File: src/rtl/ab_gen.sv
// ab_gen: address-bus generator for the microcoded 65C02 core.
// Each cycle it turns the sequencer's expanded ab_op word into the 16-bit
// address AB. The low byte comes from a 9-bit adder and the high byte from
// a small ALU that uses the adder's carry. The block keeps its own address
// history (ABR), program counter (PC) and operand latch (AHL), so indexing,
// branches, stack and vector accesses need no other state.
// The block has no sequencing state. Every ab_op value, reserved codes
// included, gives a defined address.

module ab_gen #(
    parameter logic [15:0] RESET_AB = 16'hFFFC,
    parameter logic [7:0]  VEC_HI   = 8'hFF
) (
    input  logic        clk,
    input  logic        reset,
    input  logic        rdy,
    input  logic [12:0] ab_op,
    input  logic [7:0]  DB,
    input  logic [7:0]  X,
    input  logic [7:0]  Y,
    input  logic [7:0]  S,
    output logic [15:0] AB,
    output logic [15:0] PC
);

    // Low-byte source codes
    localparam logic [1:0] ABL_PC  = 2'b00;
    localparam logic [1:0] ABL_SEL = 2'b01;
    localparam logic [1:0] ABL_DB  = 2'b10;
    localparam logic [1:0] ABL_AHL = 2'b11;

    // High-byte source codes. 001 and 011 are reserved and read as zero.
    localparam logic [2:0] AHB_ZERO = 3'b000;
    localparam logic [2:0] AHB_ONE  = 3'b010;
    localparam logic [2:0] AHB_ABR  = 3'b100;
    localparam logic [2:0] AHB_ABRD = 3'b101;
    localparam logic [2:0] AHB_PC   = 3'b110;
    localparam logic [2:0] AHB_DB   = 3'b111;

    // Index-operand codes. 11x is reserved and reads as zero.
    localparam logic [2:0] SEL_ZERO = 3'b000;
    localparam logic [2:0] SEL_X    = 3'b001;
    localparam logic [2:0] SEL_Y    = 3'b010;
    localparam logic [2:0] SEL_S    = 3'b011;
    localparam logic [2:0] SEL_ABRL = 3'b100;
    localparam logic [2:0] SEL_PCL  = 3'b101;

    // ab_op fields
    logic       op_i;
    logic       op_p;
    logic       op_h;
    logic       op_f;
    logic [2:0] op_ahb;
    logic [2:0] op_sel;
    logic [1:0] op_abl;
    logic       op_ci;

    // State registers
    logic [15:0] abr_reg, abr_next;
    logic [15:0] pc_reg,  pc_next;
    logic [7:0]  ahl_reg, ahl_next;

    // Datapath intermediates
    logic [7:0]  sel_operand;
    logic [7:0]  lo_base;
    logic [8:0]  lo_sum;
    logic        lo_carry;
    logic [7:0]  hi_byte;
    logic [15:0] ab_live;
    logic [15:0] ab_plus_one;

    assign op_i   = ab_op[12];
    assign op_p   = ab_op[11];
    assign op_h   = ab_op[10];
    assign op_f   = ab_op[9];
    assign op_ahb = ab_op[8:6];
    assign op_sel = ab_op[5:3];
    assign op_abl = ab_op[2:1];
    assign op_ci  = ab_op[0];

    // Select the index or offset operand for the low-byte adder
    always_comb begin
        sel_operand = 8'h00;
        case (op_sel)
            SEL_ZERO: sel_operand = 8'h00;
            SEL_X:    sel_operand = X;
            SEL_Y:    sel_operand = Y;
            SEL_S:    sel_operand = S;
            SEL_ABRL: sel_operand = abr_reg[7:0];
            SEL_PCL:  sel_operand = pc_reg[7:0];
            default:  sel_operand = 8'h00;
        endcase
    end

    // Low-byte adder. PC-low passes straight through with no carry.
    always_comb begin
        lo_base = 8'h00;
        lo_sum  = 9'h000;
        case (op_abl)
            ABL_PC: begin
                lo_base = pc_reg[7:0];
                lo_sum  = {1'b0, pc_reg[7:0]};
            end
            ABL_SEL: begin
                lo_base = 8'h00;
                lo_sum  = {1'b0, lo_base} + {1'b0, sel_operand} + {8'h00, op_ci};
            end
            ABL_DB: begin
                lo_base = DB;
                lo_sum  = {1'b0, lo_base} + {1'b0, sel_operand} + {8'h00, op_ci};
            end
            ABL_AHL: begin
                lo_base = ahl_reg;
                lo_sum  = {1'b0, lo_base} + {1'b0, sel_operand} + {8'h00, op_ci};
            end
            default: begin
                lo_base = 8'h00;
                lo_sum  = 9'h000;
            end
        endcase
    end

    assign lo_carry = lo_sum[8];

    // High-byte ALU. Codes 000 and 010 ignore the carry, so zero-page and
    // stack accesses wrap within their page. Code 101 with the carry gives
    // the borrow that a backward (negative) branch needs.
    always_comb begin
        hi_byte = 8'h00;
        case (op_ahb)
            AHB_ZERO: hi_byte = 8'h00;
            AHB_ONE:  hi_byte = 8'h01;
            AHB_ABR:  hi_byte = abr_reg[15:8] + {7'h00, lo_carry};
            AHB_ABRD: hi_byte = abr_reg[15:8] - 8'h01 + {7'h00, lo_carry};
            AHB_PC:   hi_byte = pc_reg[15:8];
            AHB_DB:   hi_byte = DB + {7'h00, lo_carry};
            default:  hi_byte = 8'h00;
        endcase
        if (op_f) begin
            hi_byte = VEC_HI;
        end
    end

    assign ab_live     = {hi_byte, lo_sum[7:0]};
    assign ab_plus_one = ab_live + 16'h0001;

    // Output address: reset vector while in reset, frozen during a stall,
    // otherwise the live address with no register stage
    always_comb begin
        AB = ab_live;
        if (reset) begin
            AB = RESET_AB;
        end else if (!rdy) begin
            AB = abr_reg;
        end
    end

    // Next-state values used on cycles that advance
    always_comb begin
        abr_next = ab_live;
        pc_next  = pc_reg;
        ahl_next = ahl_reg;
        if (op_p) begin
            pc_next = op_i ? ab_plus_one : ab_live;
        end
        if (op_h) begin
            ahl_next = DB;
        end
    end

    // State update. Reset takes priority over rdy. A stall holds every register.
    always_ff @(posedge clk) begin
        if (reset) begin
            abr_reg <= RESET_AB;
            pc_reg  <= RESET_AB;
            ahl_reg <= 8'h00;
        end else if (rdy) begin
            abr_reg <= abr_next;
            pc_reg  <= pc_next;
            ahl_reg <= ahl_next;
        end
    end

    assign PC = pc_reg;

endmodule

File: config.mk
export PLATFORM = sky130hd
export DESIGN_NAME = ab_gen
export DESIGN_NICKNAME = d
export VERILOG_FILES = /design/src/rtl/ab_gen.sv
export SDC_FILE = /design/constraint.sdc
export NUM_CORES = 1
export LEC_CHECK = 0
export CAP_MARGIN = 20
export CELL_PAD_IN_SITES_DETAIL_PLACEMENT = 1
export CELL_PAD_IN_SITES_GLOBAL_PLACEMENT = 2
export CORE_ASPECT_RATIO = 0.6
export CORE_MARGIN = 5
export CORE_UTILIZATION = 27
export CTS_CLUSTER_DIAMETER = 60
export DETAILED_ROUTE_END_ITERATION = 16
export HOLD_SLACK_MARGIN = 0.06
export PLACE_DENSITY_LB_ADDON = 0.1
export SYNTH_ARGS = -nofsm -noshare
export SYNTH_HDL_FRONTEND = slang
export SYNTH_SLANG_ARGS = --single-unit
File: constraint.sdc
create_clock -name clk -period 7 [get_ports clk]
set_input_delay 1.4 -clock clk [delete_from_list [all_inputs] [get_ports clk]]
set_output_delay 1.4 -clock clk [all_outputs]
set_load 0.01 [all_outputs]
Word-level counts from Yosys, hierarchy flattened
Index checks and enable logic that the tools add are counted.
Cells by class
  eq/ne operators: 13
  reductions and logical operators: 3
  add/subtract/negate cells: 10
  muxes and demuxes: 7
Operator list (number)
  case mux 8 bit (5 select lines): 2
  2-to-1 mux 16 bit: 3
  case mux 9 bit (4 select lines): 1
  adder 8 x 1 -> 8 bit: 3
  adder 8 x 8 -> 9 bit: 2
  adder 9 x 1 -> 9 bit: 2
  == test 3 bit, second input constant: 6
  adder 16 x 1 -> 16 bit, second input constant: 1
  adder 8 x 1 -> 9 bit: 1
  == test 3 x 2 -> 1 bit, second input constant: 3
  2-to-1 mux 8 bit: 1
  subtractor 8 x 1 -> 8 bit, second input constant: 1
  == test 2 bit, second input constant: 2
  AND reduction 2 bit: 2
  == test 3 x 1 -> 1 bit, second input constant: 1
  == test 2 x 1 -> 1 bit, second input constant: 1
  zero test 2 bit: 1
Word-level totals
  input bits: 48
  output and inout bits: 32
  register bits after elaboration: 40

Logic depth before layout (Yosys ltp)
  depth after elaboration: 10
  depth in mapped cells: 27

Least setup slack after synthesis
OpenSTA, ideal clock, no wires.
  path type: in2out
  start point: input ab_op[4]
  end point: output AB[15]
  path buffers: 2
  stages: 22
  arrival time: 5.715 ns
  setup slack: -0.115 ns
  path through: buf_2 > nor2b_1 > buf_2 > a221oi_1 > nor2_1 > fa_1 > a211o_1 > a211oi_1 > nor3b_1 > o21ai_0 > nand3b_1 > nand3_1 > o21a_1 > ha_1 > or3b_2 > or3_1 > nor2_1 > xor2_1 > a22oi_1 > o221ai_1 > mux2i_1 > nand2_1
On the way
  word-level cells in the longest chain between the ends: 10
  elaborated cells between the ends (all ways): 19
  classes of those cells: add/sub: 8; eq/ne: 5; mux: 6
Ends and longest elaborated chain
  from (decl): RTL line 17  | input logic [12:0] ab_op,
  == test 3 bit, or another cell as far along: RTL line 84  | case (op_sel)
  case mux 8 bit (5 select lines) *: RTL line 84
  adder 8 x 8 -> 9 bit, on equally long branches: RTL line 114, 110
  adder 9 x 1 -> 9 bit, on equally long branches: RTL line 114, 110
  case mux 9 bit (4 select lines) *: RTL line 99  | case (op_abl)
  adder 8 x 1 -> 8 bit, on equally long branches: RTL line 136, 133, 134
  case mux 8 bit (5 select lines) *: RTL line 130  | case (op_ahb)
  2-to-1 mux 8 bit *: RTL line 139  | if (op_f) begin
  2-to-1 mux 16 bit *: RTL line 153  | end else if (!rdy) begin
  2-to-1 mux 16 bit *: RTL line 151  | if (reset) begin
  to (decl): RTL line 22  | output logic [15:0] AB,
Every way passes the cells marked *; elsewhere a longest branch is shown, timed or not.

Worst setup path after layout
  start point: input S[2]
  end point: output AB[15]
On the way
  word-level cells in the longest chain between the ends: 9
  elaborated cells between the ends (all ways): 14
  classes of those cells: add/sub: 8; mux: 6
Ends and longest elaborated chain
  from (decl): RTL line 21  | input logic [7:0] S,
  case mux 8 bit (5 select lines) *: RTL line 84
  adder 8 x 8 -> 9 bit, on equally long branches: RTL line 114, 110
  adder 9 x 1 -> 9 bit, on equally long branches: RTL line 114, 110
  case mux 9 bit (4 select lines) *: RTL line 99
  adder 8 x 1 -> 8 bit, on equally long branches: RTL line 136, 133, 134
  case mux 8 bit (5 select lines) *: RTL line 130
  2-to-1 mux 8 bit *: RTL line 139
  2-to-1 mux 16 bit *: RTL line 153
  2-to-1 mux 16 bit *: RTL line 151
Marked as above.

==> reports/metrics.cfg <==
[power]
totalPowerFinal_mw = 1.01
power.density_nw_per_um2 = 162
leakage_nw = 2.73
irDropWorstVdd_v = 0.000102

[logic_synthesis]
synth_warnings = 0
synth_top_flop_cell = dfxtp_1
syn_avg_cell_area_um2 = 8.01
syn-num-nets = 558
synth-edff-count = 0
syn-instance-count = 485
ys_ff_latch = 40
synth.distinct_cells = 74
synthArstFlopShare = 0
synth-seq-area-share = 0.206
syn-cell-area_um2 = 3880

[sta]
fin_crit_sh = 1.03
max_freq_ghz = 0.138
whs_ns = 0.466
rsz0062_at_grt = yes
setup_viol = 5
relSlewSlack = 0.507
skew_ns = 0.00502
layout_setup_ws_ns = -0.222
worstMarginPinSlew_ns = 0.738
drv_slew = 0
hold_viol = 0
finalSetupTns_ns = -0.382
post-route-min-period_ns = 7.22

[worst_setup_path]
worstSetupEndpointType = output port
path_class = in -> out
worstReg2RegStart = PC[0]$_SDFFE_PP0P_
timing.rr.end = PC[15]$_SDFFE_PP1P_
path_cells = clkdlybuf4s50_1 -> mux2_2 -> a21oi_2 -> o21ai_2 -> ha_1 -> a211o_1 -> a211oi_2 -> nor3b_2 -> o21ai_1 -> nand3b_1 -> nand3_1 -> o21a_1 -> ha_2 -> or3b_4 -> or3_4 -> nor2_4 -> xor2_2 -> a22oi_2 -> o221ai_2 -> mux2i_1 -> nand2_1 -> buf_2
critPathRequiredTime_ns = 5.60
path_max_fanout = 2
slowest_stage = clkdlybuf4s50_1
ff2ff_path_depth = 37
cp.arrival_ns = 5.82
reg2reg_slack_ns = 0.89
worst_path_largest_cell_delay_ns = 0.45
cp-start-kind = input pin

[floorplan]
dieArea_um2 = 17000
chipHeight_um = 103
pin_count = 80
core_um2 = 13900
rows = 33
start_util = 0.280
die_w_um = 165

[layout]
final_util = 0.451
final.fill_count = 1676
drive_above_1_share = 0.325
multi_input_area_um2 = 3150
diodes = 0
final_nets = 749
area.growth.synth_to_final_pct = 61.3
seq_area_um2 = 801

[clock_network]
cts_tree = built
clk_pin_slew_worst_paths_ns = 0.07
cts_buffers = 5
cts_sinks = 40
cts_max_level = 2
clockRootBuffer = clkbuf_16
clkLatencyLatePin_ns = 0.29
cts_buffer_depth = 2

[route]
viasPerCell = 5.29
vias = 4599
wire_per_inst_um = 20.7
drt_iter0_drc = 215
postRouteAntennaNets = 0
drcViolationCount = 0
wirelength_mm = 18.0
drt-pass1-iter-count = 4

[outcome]
status = complete, but fails checks
violations = negative setup slack

[worst_hold_path]
hp-start = ahl_reg[4]$_SDFFE_PP0P_
min_path_cells = 2
min_path_type = reg -> reg
min_delay_worst_endpoint = ahl_reg[4]$_SDFFE_PP0P_

[grt]
grt_max_degree = 33
busiest_layer = met1
track_usage = 0.209
use_met2 = 0.303
grt_util_met3 = 0.0356
grt.overflow.total = 0
grt_pass1_vias = 4575
use_met1 = 0.331
antenna_found_initial = 0
grt_pass1_wl_mm = 26.9

[placed_design]
gp_congestion = 0.863
io_buffers = 79
hpwl_mm = 14.4

[run]
maxCapViolCount = 0

[worst max-delay path by stage]
stage	from	endpoint	slack [ns]	cells past startpoint
floorplan	ab_op[3]	AB[15]	0.003	23
global placement	ab_op[3]	AB[15]	-1.13	24
detailed placement	ab_op[3]	AB[15]	-1.26	24
CTS	ab_op[3]	AB[15]	-0.24	24
global route	ab_op[4]	AB[15]	-0.40	25
finish	S[2]	AB[15]	-0.22	22
[synthesized netlist by cell type, types with 4 or more instances]
cell type,instances,area share
ha_1,21,0.068
nor2_1,29,0.028
mux2_2,8,0.023
xor2_1,10,0.023
dfxtp_1,40,0.21
and3_1,8,0.013
xnor2_1,17,0.038
a21o_1,7,0.014
o21a_1,5,0.0097
a211oi_1,6,0.012
o21ai_0,21,0.027
a31oi_1,4,0.0064
a22oi_1,7,0.014
nand2_1,51,0.049
a221oi_1,5,0.011
nor2b_1,10,0.016
o211ai_1,6,0.012
nor3b_1,5,0.0097
inv_1,15,0.015
mux2i_1,22,0.057
clkbuf_1,20,0.019
fa_1,4,0.021
buf_2,5,0.0064
a211o_1,5,0.011
nand3b_1,5,0.0097
a21oi_1,39,0.050
o221ai_1,5,0.011
o21ai_1,4,0.0052
nand3_1,20,0.026
o31ai_1,5,0.0097
and3b_1,6,0.014
[critical path: cells and delay by family]
kind	cells	cell delay [ns]
mux	2	0.44
compound gates	8	1.47
xor+xnor	1	0.15
simple gates	7	1.26
fa+ha+maj	2	0.47
buf+inv	2	0.62
[per-stage QoR]
step / setup slack (ns) / area (um2) / std cells
floorplan: 0.00301 / 3900 / 485
global placement: -1.13 / 5530 / 824
detailed placement: -1.26 / 5560 / 825
CTS: -0.237 / 6070 / 858
global route: -0.396 / 6260 / 869
finish: -0.222 / 6260 / 869
[cells in the final DEF, fill, tap and decap left out, types with 4 or more instances in the layout]
master,n
ha_1,17
mux2_2,6
nand2_1,49
clkbuf_16,5
o221ai_2,4
xnor2_1,16
o21ai_0,14
mux2i_1,22
o31ai_1,4
o21ai_1,10
clkdlybuf4s15_1,4
and3_1,6
a211o_1,5
a21oi_1,34
nor2b_1,8
buf_4,124
buf_2,5
a31oi_1,4
xor2_1,9
a21oi_2,5
inv_1,12
nand3_1,20
a211oi_1,4
nor2_1,27
o31ai_2,4
and3b_1,6
buf_6,6
o211ai_1,6
a21o_1,6
clkdlybuf4s50_1,64
o21a_1,5
dfxtp_1,40
nand3b_1,5
a22oi_2,4
[per-layer routing]
layer | up-vias | part of all wire
li1 | 2198 | -
met1 | 2291 | 0.53
met2 | 108 | 0.42
met3 | 2 | 0.054
met4 | 0 | 0.0019
met5 | - | 0
[kinds of logic after synthesis]
logic type      count (synthesis)  synth area share
xor+xnor                       27            0.0609
flops                          40             0.206
fa+ha+maj                      25            0.0883
simple gates                  160             0.218
buf+inv                        46            0.0480
mux                            34            0.0944
compound gates                153             0.284
[area by class of cell]
cell class                 count  share of cell area
clock inverter                 2             0.00619
sequential                    40               0.128
clock buffer                   6              0.0222
multi-input combinational    399               0.503
inverter                      18              0.0112
tap                          192              0.0384
timing repair buffer         212               0.291
[what timing repair did]
action,CTS,global route
pin swaps,24,27
setup endpoints to repair,10,13
resized for setup,86,33
setup buffers,25,11
hold buffers,0,0
[power by group]
part           total (mW)  internal (mW)  leakage (nW)  switching (mW)
registers           0.270          0.244         0.330          0.0255
clock network       0.283          0.179        0.0871           0.104
logic               0.460          0.233          2.32           0.226
Note: power is estimated with default switching activity, not from simulation.
